[src/rtl/fetch_pkg.sv]
// Shared types and constants for the instruction-fetch stage.
// Used by fetch_unit (optional counters: FETCH_PERF_CNT_EN) and fetch_skid_buffer.
package fetch_pkg;

  localparam int XLEN_DEFAULT = 32;
  localparam logic [XLEN_DEFAULT-1:0] RESET_PC_DEFAULT = 32'h0000_1000;
  localparam int INSTR_BYTES = 4;

  typedef enum logic {
    FETCH = 1'b0,
    WAIT  = 1'b1
  } fetch_state_t;

  typedef struct packed {
    logic [XLEN_DEFAULT-1:0] pc;
    logic [XLEN_DEFAULT-1:0] instr;
  } fetch_entry_t;

  // Sequential fetch address; wraps modulo 2^XLEN.
  function automatic logic [XLEN_DEFAULT-1:0] next_fetch_pc(input logic [XLEN_DEFAULT-1:0] pc);
    return pc + XLEN_DEFAULT'(INSTR_BYTES);
  endfunction

endpackage

[src/rtl/fetch_skid_buffer.sv]
// Two-entry FIFO holding fetched PC/instruction pairs ahead of decode.
// Flush wins over push and pop; pop of an empty buffer is ignored.
module fetch_skid_buffer
  import fetch_pkg::*;
(
  input  logic         clock,
  input  logic         reset,
  input  logic         push_i,
  input  fetch_entry_t push_entry_i,
  input  logic         pop_i,
  input  logic         flush_i,
  output logic         head_valid_o,
  output fetch_entry_t head_o,
  output logic [1:0]   free_cnt_o
);

  fetch_entry_t mem_q [2];
  logic         rd_ptr_q, rd_ptr_d;
  logic         wr_ptr_q, wr_ptr_d;
  logic [1:0]   count_q, count_d;
  logic         do_push;
  logic         do_pop;

  always_comb begin
    do_pop   = pop_i && (count_q != 2'd0);
    do_push  = push_i && ((count_q != 2'd2) || do_pop);
    rd_ptr_d = rd_ptr_q;
    wr_ptr_d = wr_ptr_q;
    count_d  = count_q;
    if (flush_i) begin
      rd_ptr_d = 1'b0;
      wr_ptr_d = 1'b0;
      count_d  = 2'd0;
    end else begin
      if (do_push) wr_ptr_d = ~wr_ptr_q;
      if (do_pop)  rd_ptr_d = ~rd_ptr_q;
      count_d = count_q + 2'(do_push) - 2'(do_pop);
    end
  end

  always_ff @(posedge clock) begin
    if (reset) begin
      rd_ptr_q <= 1'b0;
      wr_ptr_q <= 1'b0;
      count_q  <= 2'd0;
    end else begin
      rd_ptr_q <= rd_ptr_d;
      wr_ptr_q <= wr_ptr_d;
      count_q  <= count_d;
    end
  end

  // Storage needs no reset: nothing is visible unless count_q says so.
  always_ff @(posedge clock) begin
    if (!reset && !flush_i && do_push) begin
      mem_q[wr_ptr_q] <= push_entry_i;
    end
  end

  assign head_valid_o = (count_q != 2'd0);
  assign head_o       = mem_q[rd_ptr_q];
  assign free_cnt_o   = 2'd2 - count_q;

endmodule

[src/rtl/fetch_unit.sv]
// Instruction-fetch stage: owns the PC, keeps one request outstanding to the I-cache,
// buffers responses for decode. Define FETCH_PERF_CNT_EN for perf counter outputs.
module fetch_unit
  import fetch_pkg::*;
#(
  parameter int              XLEN     = XLEN_DEFAULT,
  parameter logic [XLEN-1:0] RESET_PC = RESET_PC_DEFAULT
) (
  input  logic            clock,
  input  logic            reset,
  output logic            ic_req_valid,
  input  logic            ic_req_ready,
  output logic [XLEN-1:0] ic_req_addr,
  input  logic            ic_resp_valid,
  input  logic [XLEN-1:0] ic_resp_data,
  input  logic            redirect_valid,
  input  logic [XLEN-1:0] redirect_pc,
  output logic            if_valid,
  input  logic            if_ready,
  output logic [XLEN-1:0] if_pc,
  output logic [XLEN-1:0] if_instr
`ifdef FETCH_PERF_CNT_EN
  ,
  output logic [31:0]     perf_fetched,
  output logic [31:0]     perf_stall
`endif
);

  localparam logic [XLEN-1:0] ALIGN_MASK = ~XLEN'(INSTR_BYTES - 1);

  fetch_state_t    state_q, state_d;
  logic [XLEN-1:0] pc_q, pc_d;
  logic            drop_q, drop_d;

  logic            buf_push;
  logic            buf_pop;
  logic            buf_flush;
  logic            head_valid;
  fetch_entry_t    head;
  fetch_entry_t    push_entry;
  logic [1:0]      free_cnt;
  logic            req_fire;

  fetch_skid_buffer u_skid (
    .clock        (clock),
    .reset        (reset),
    .push_i       (buf_push),
    .push_entry_i (push_entry),
    .pop_i        (buf_pop),
    .flush_i      (buf_flush),
    .head_valid_o (head_valid),
    .head_o       (head),
    .free_cnt_o   (free_cnt)
  );

  // A slot freed by this cycle's pop counts, so a full buffer can keep streaming.
  always_comb begin
    if_valid     = head_valid && !reset;
    if_pc        = reset ? '0 : head.pc;
    if_instr     = reset ? '0 : head.instr;
    buf_pop      = if_valid && if_ready;
    ic_req_valid = !reset && (state_q == FETCH) && ((free_cnt != 2'd0) || buf_pop);
    ic_req_addr  = pc_q;
    req_fire     = ic_req_valid && ic_req_ready;
  end

  always_comb begin
    state_d    = state_q;
    pc_d       = pc_q;
    drop_d     = drop_q;
    buf_push   = 1'b0;
    buf_flush  = 1'b0;
    push_entry = '{pc: pc_q, instr: ic_resp_data};

    if (redirect_valid) begin
      pc_d      = redirect_pc & ALIGN_MASK;
      buf_flush = 1'b1;
      if (state_q == WAIT) begin
        if (ic_resp_valid) begin
          state_d = FETCH;
          drop_d  = 1'b0;
        end else begin
          state_d = WAIT;
          drop_d  = 1'b1;
        end
      end else if (req_fire) begin
        state_d = WAIT;
        drop_d  = 1'b1;
      end else begin
        state_d = FETCH;
        drop_d  = 1'b0;
      end
    end else begin
      case (state_q)
        FETCH: begin
          if (req_fire) state_d = WAIT;
        end
        WAIT: begin
          if (ic_resp_valid) begin
            state_d = FETCH;
            if (drop_q) begin
              drop_d = 1'b0;
            end else begin
              buf_push = 1'b1;
              pc_d     = next_fetch_pc(pc_q);
            end
          end
        end
        default: state_d = FETCH;
      endcase
    end
  end

  always_ff @(posedge clock) begin
    if (reset) begin
      state_q <= FETCH;
      pc_q    <= RESET_PC;
      drop_q  <= 1'b0;
    end else begin
      state_q <= state_d;
      pc_q    <= pc_d;
      drop_q  <= drop_d;
    end
  end

`ifdef FETCH_PERF_CNT_EN
  logic [31:0] perf_fetched_q;
  logic [31:0] perf_stall_q;

  // Saturating counters; redirects deliberately leave them alone.
  always_ff @(posedge clock) begin
    if (reset) begin
      perf_fetched_q <= '0;
      perf_stall_q   <= '0;
    end else begin
      if (buf_pop && (perf_fetched_q != 32'hFFFF_FFFF))
        perf_fetched_q <= perf_fetched_q + 32'd1;
      if (if_valid && !if_ready && (perf_stall_q != 32'hFFFF_FFFF))
        perf_stall_q <= perf_stall_q + 32'd1;
    end
  end

  assign perf_fetched = perf_fetched_q;
  assign perf_stall   = perf_stall_q;
`endif

endmodule

[config.mk]
export PLATFORM = sky130hd
export DESIGN_NAME = fetch_unit
export DESIGN_NICKNAME = d
export VERILOG_FILES = /design/src/rtl/fetch_pkg.sv /design/src/rtl/fetch_skid_buffer.sv /design/src/rtl/fetch_unit.sv
export SDC_FILE = /design/constraint.sdc
export NUM_CORES = 1
export LEC_CHECK = 0
export CAP_MARGIN = 20
export CORE_MARGIN = 1.5
export CORE_UTILIZATION = 40
export DETAILED_ROUTE_END_ITERATION = 10
export PLACE_DENSITY_LB_ADDON = 0.2
export REMOVE_ABC_BUFFERS = 1
export SLEW_MARGIN = 20
export SYNTH_ARGS = -nofsm -noshare
export SYNTH_HDL_FRONTEND = slang
export SYNTH_SLANG_ARGS = --single-unit
[constraint.sdc]
create_clock -name clock -period 8.1 [get_ports clock]
set_input_delay 1.62 -clock clock [delete_from_list [all_inputs] [get_ports clock]]
set_output_delay 1.62 -clock clock [all_outputs]
set_load 0.02 [all_outputs]
==> summary by stage <==
Outcome
The run finished with clean final reports.

Floorplanning
The effective utilization at floorplan is 0.4068. Row generation in the floorplan step produced 47 rows. In this run the standard cell core region covers 16520 µm².

The floorplan step set the die height to 132.6 µm. The die covers 17590 µm². The floorplan die width is 132.6 µm. The I/O pin count is about 170.

Timing
Setup violations remaining at the end of the flow were counted as 0. The tightest hold path in the finished design has a slack of 529.3 ps. The max-slew violation count came to 0. Counting I/O delays and the setup requirement, the final critical path takes approximately 5000 ps.

The maximum clock rate is 199.5 MHz. After layout, the worst setup slack is 3087 ps. The share of the clock period used by the worst path after layout is 0.6189. The hold violation count in the final report is 0. The worst-case headroom to the max-slew limit is 0.3700. The post-route setup TNS is 0 ps. The transition at the pin with the smallest max-transition slack is 945.0 ps. On the final layout, the worst clock skew is 9.693 ps. Setup repair after global routing left no endpoint under its margin.

GRT
Entering global routing, the biggest net connects 63 pins. The wire length of the first global-routing pass is 23.57 mm. The initial antenna violation count is 0. The via count of the first global-routing pass is between 4000 and 5000. Global routing finished with a remaining overflow of 0. The overall track demand over capacity in global routing is 0.1753.

Final layout
The number of antenna diodes is 0. In the final layout, the share of cells above drive strength 1 is 0.06785. For this run, the share of the core covered by cells in the final layout is 0.5509. The synthesis-to-finish area growth is 35.42%.

The number of nets in the final layout is between 700 and 800.

Detailed routing
Summed over all layers, the routed wires come to 14.75 mm. The average vias per placed instance is 4.958. After detailed routing, the average wire length per cell comes to 16.42 µm. The detailed-router iteration count before antenna repair is 4. The total vias in the final route is roughly 4500.

In the routed design, unresolved DRC markers number 0. The number of antenna-violating nets in the routed design is 0. In this run, the number of DRC markers left after iteration 0 of detailed routing was between 150 and 200.

Yosys
The share of the Yosys chip area taken by registers is 0.6641. The fraction of synthesis flops using an asynchronous set or reset pin is 0. The synthesized design contains 124 enable-type register cells. The number of warning messages in the yosys log is 0. The register bit count reported by yosys is ~160. Counting instances in the post-synthesis netlist gives the leading cell types as sky130_fd_sc_hd__edfxtp_1 (124), sky130_fd_sc_hd__nor2_1 (103), sky130_fd_sc_hd__mux2i_1 (66).

The most used flip-flop cell after synthesis is sky130_fd_sc_hd__edfxtp_1. The synthesized netlist occupies a cell area of about 6700 µm². Yosys instantiated no cell more often than sky130_fd_sc_hd__edfxtp_1. The netlist uses 46 different library cells. The largest area contributor in the synthesized netlist is sky130_fd_sc_hd__edfxtp_1. The number of instances in the synthesized netlist is just over 500. A synthesized cell averages between 10 and 15 µm².

The share of the synthesized area in the top cell type is 0.5539. In the post-synthesis netlist, the biggest area contributors are sky130_fd_sc_hd__edfxtp_1 (55%), sky130_fd_sc_hd__dfxtp_1 (11%), sky130_fd_sc_hd__mux2i_1 (9.8%).

Clock tree
Clock latency on the worst-skew pair, taken at its later pin, is 420 ps. After clock tree synthesis, the clock-pin slew on the worst setup and hold paths is 60 ps. Once the clock tree was built, the resizer swapped 0 gates to a different size. The buffer count from post-CTS setup fixing is 0. The number of H-tree levels is 4. The total clock buffers created by CTS is 17. The buffer levels on the longest clock path is 2. The clock tree from TritonCTS is yes.

CTS placed an instance of sky130_fd_sc_hd__clkbuf_16 at the clock tree root. In this run, post-CTS hold repair placed 0 buffers. Clock tree synthesis found a total of 161 sinks.

Pwr
The leakage component of the power is 2.964 nW. The power density normalized to cell area is 205.1 nW/µm². The maximum VDD drop is 143.2 µV.

Setup path
The critical path startpoint category is a primary input. The slowest library cell on the worst path is sky130_fd_sc_hd__buf_4. Traced cell by cell, the critical path runs through buf_4, buf_4, nor3_1, clkdlybuf4s50_1.

The endpoint kind of the worst setup timing path is an output pin. The data arrival time of the worst path is 3390 ps. The most repeated library cell on the critical path is sky130_fd_sc_hd__buf_4. Along the worst path, the maximum fanout reaches 52. The worst setup path category is primary input to output pin. The required arrival time at the worst endpoint is between 6000 and 7000 ps. The worst stage delay on the critical path is 590 ps.

Flow run
The max-capacitance violation count is 0.

Placement
Buffers placed on the I/O ports in this run total approximately 160. At the end of routability-driven placement, the weighted congestion stood at 0.7749. The detailed placement HPWL is 9.440 mm. The setup slack after placement is between 3000 and 4000 ps.

Hold path
The path category of the worst min-delay check is register to register.
[critical path, delay by kind of cell]
| family | cells | cell delay, ps |
|---|---|---|
| buffers and inverters | 3 | 1590 |
| AND/OR/NAND/NOR | 1 | 140 |
[layer usage]
layer	wire, µm	global-route usage	vias up
met2	7049	0.2772	127
met1	6747	0.2343	2143
met5	0	0	-
li1	-	-	2166
met3	737	0.04100	16
met4	212	0.07082	0
[cells in the final DEF, fill, tap and decap left out, drive strengths merged, types with 2 or more instances in the layout]
| master | synthesis | final |
|---|---|---|
| a21oi | 7 | 7 |
| ha | 2 | 2 |
| xor2 | 9 | 9 |
| a211o | 2 | 2 |
| and4 | 4 | 4 |
| nand2 | 12 | 12 |
| dfxtp | 37 | 37 |
| nor2 | 103 | 103 |
| xnor2 | 20 | 20 |
| edfxtp | 124 | 124 |
| clkdlybuf4s50 | 0 | 160 |
| clkinv | 0 | 8 |
| inv | 7 | 9 |
| conb | 1 | 4 |
| nand4 | 10 | 10 |
| and2 | 4 | 4 |
| mux2i | 66 | 66 |
| o21ai | 5 | 5 |
| nor4 | 2 | 2 |
| nor3 | 9 | 9 |
| clkbuf | 15 | 17 |
| buf | 16 | 4 |
| and3 | 5 | 5 |
| clkinvlp | 0 | 2 |
| nor4b | 3 | 3 |
| a311oi | 3 | 3 |
| bufinv | 0 | 3 |
| or3 | 4 | 4 |
| nand3 | 11 | 11 |
| a211oi | 16 | 16 |
[through the flow]
step | cells | instance area (µm²) | total power [mW]
4_1_cts | 898 | 9104 | 1.883
2_1_floorplan | 482 | 6586 | 0.9925
5_1_grt | 898 | 9104 | 1.928
3_3_place_gp | 866 | 8507 | 1.083
3_5_place_dp | 866 | 8513 | 1.086
6_report | 898 | 9104 | 1.867
[logic make-up after synthesis]
logic type               count (synthesis)  synth area share
AO/OA/AOI/OAI                           36           0.03629
XOR/XNOR                                29           0.03778
adder cells (fa/ha/maj)                  2          0.003722
buffers and inverters                   38           0.02587
flip-flops                             161            0.6641
multiplexers                            67           0.09994
other                                    1         0.0005578
AND/OR/NAND/NOR                        176            0.1318
[layout make-up]
cell class | instances | area [µm²]
clock buffers | 17 | 425.4
clock inverters | 15 | 165.2
fillers | 1391 | 7421
inverters | 7 | 26.28
multi-input cells | 314 | 2112
flip-flops and latches | 161 | 4468
well taps | 220 | 275.3
repair buffers | 164 | 1632
[report_power, final]
group / switching (mW) / internal, mW / total [mW]
registers: 0.0193 / 0.902 / 0.921
clock network: 0.317 / 0.482 / 0.799
logic: 0.0701 / 0.0768 / 0.147
[state kept, by name, indices dropped and copies added, names as in the netlist, named ones only]
name	flops
u_skid.mem_q	124
state_q	1
u_skid.rd_ptr_q	1
drop_q	1
u_skid.wr_ptr_q	1
ic_req_addr	30
u_skid.count_q	2
[worst paths after layout]
path	startpoint	to	slack, ps	cells past startpoint
max	reset	ic_req_valid	3090	4
min	u_skid.rd_ptr_q$_SDFFE_PP0P_	register	530	2
max reg2reg	state_q$_SDFF_PP0_	u_skid.mem_q[0][7]$_DFFE_PP_	5110	4
min reg2reg	u_skid.rd_ptr_q$_SDFFE_PP0P_	register	530	2
No activity file was read; power rests on OpenSTA's default activity.
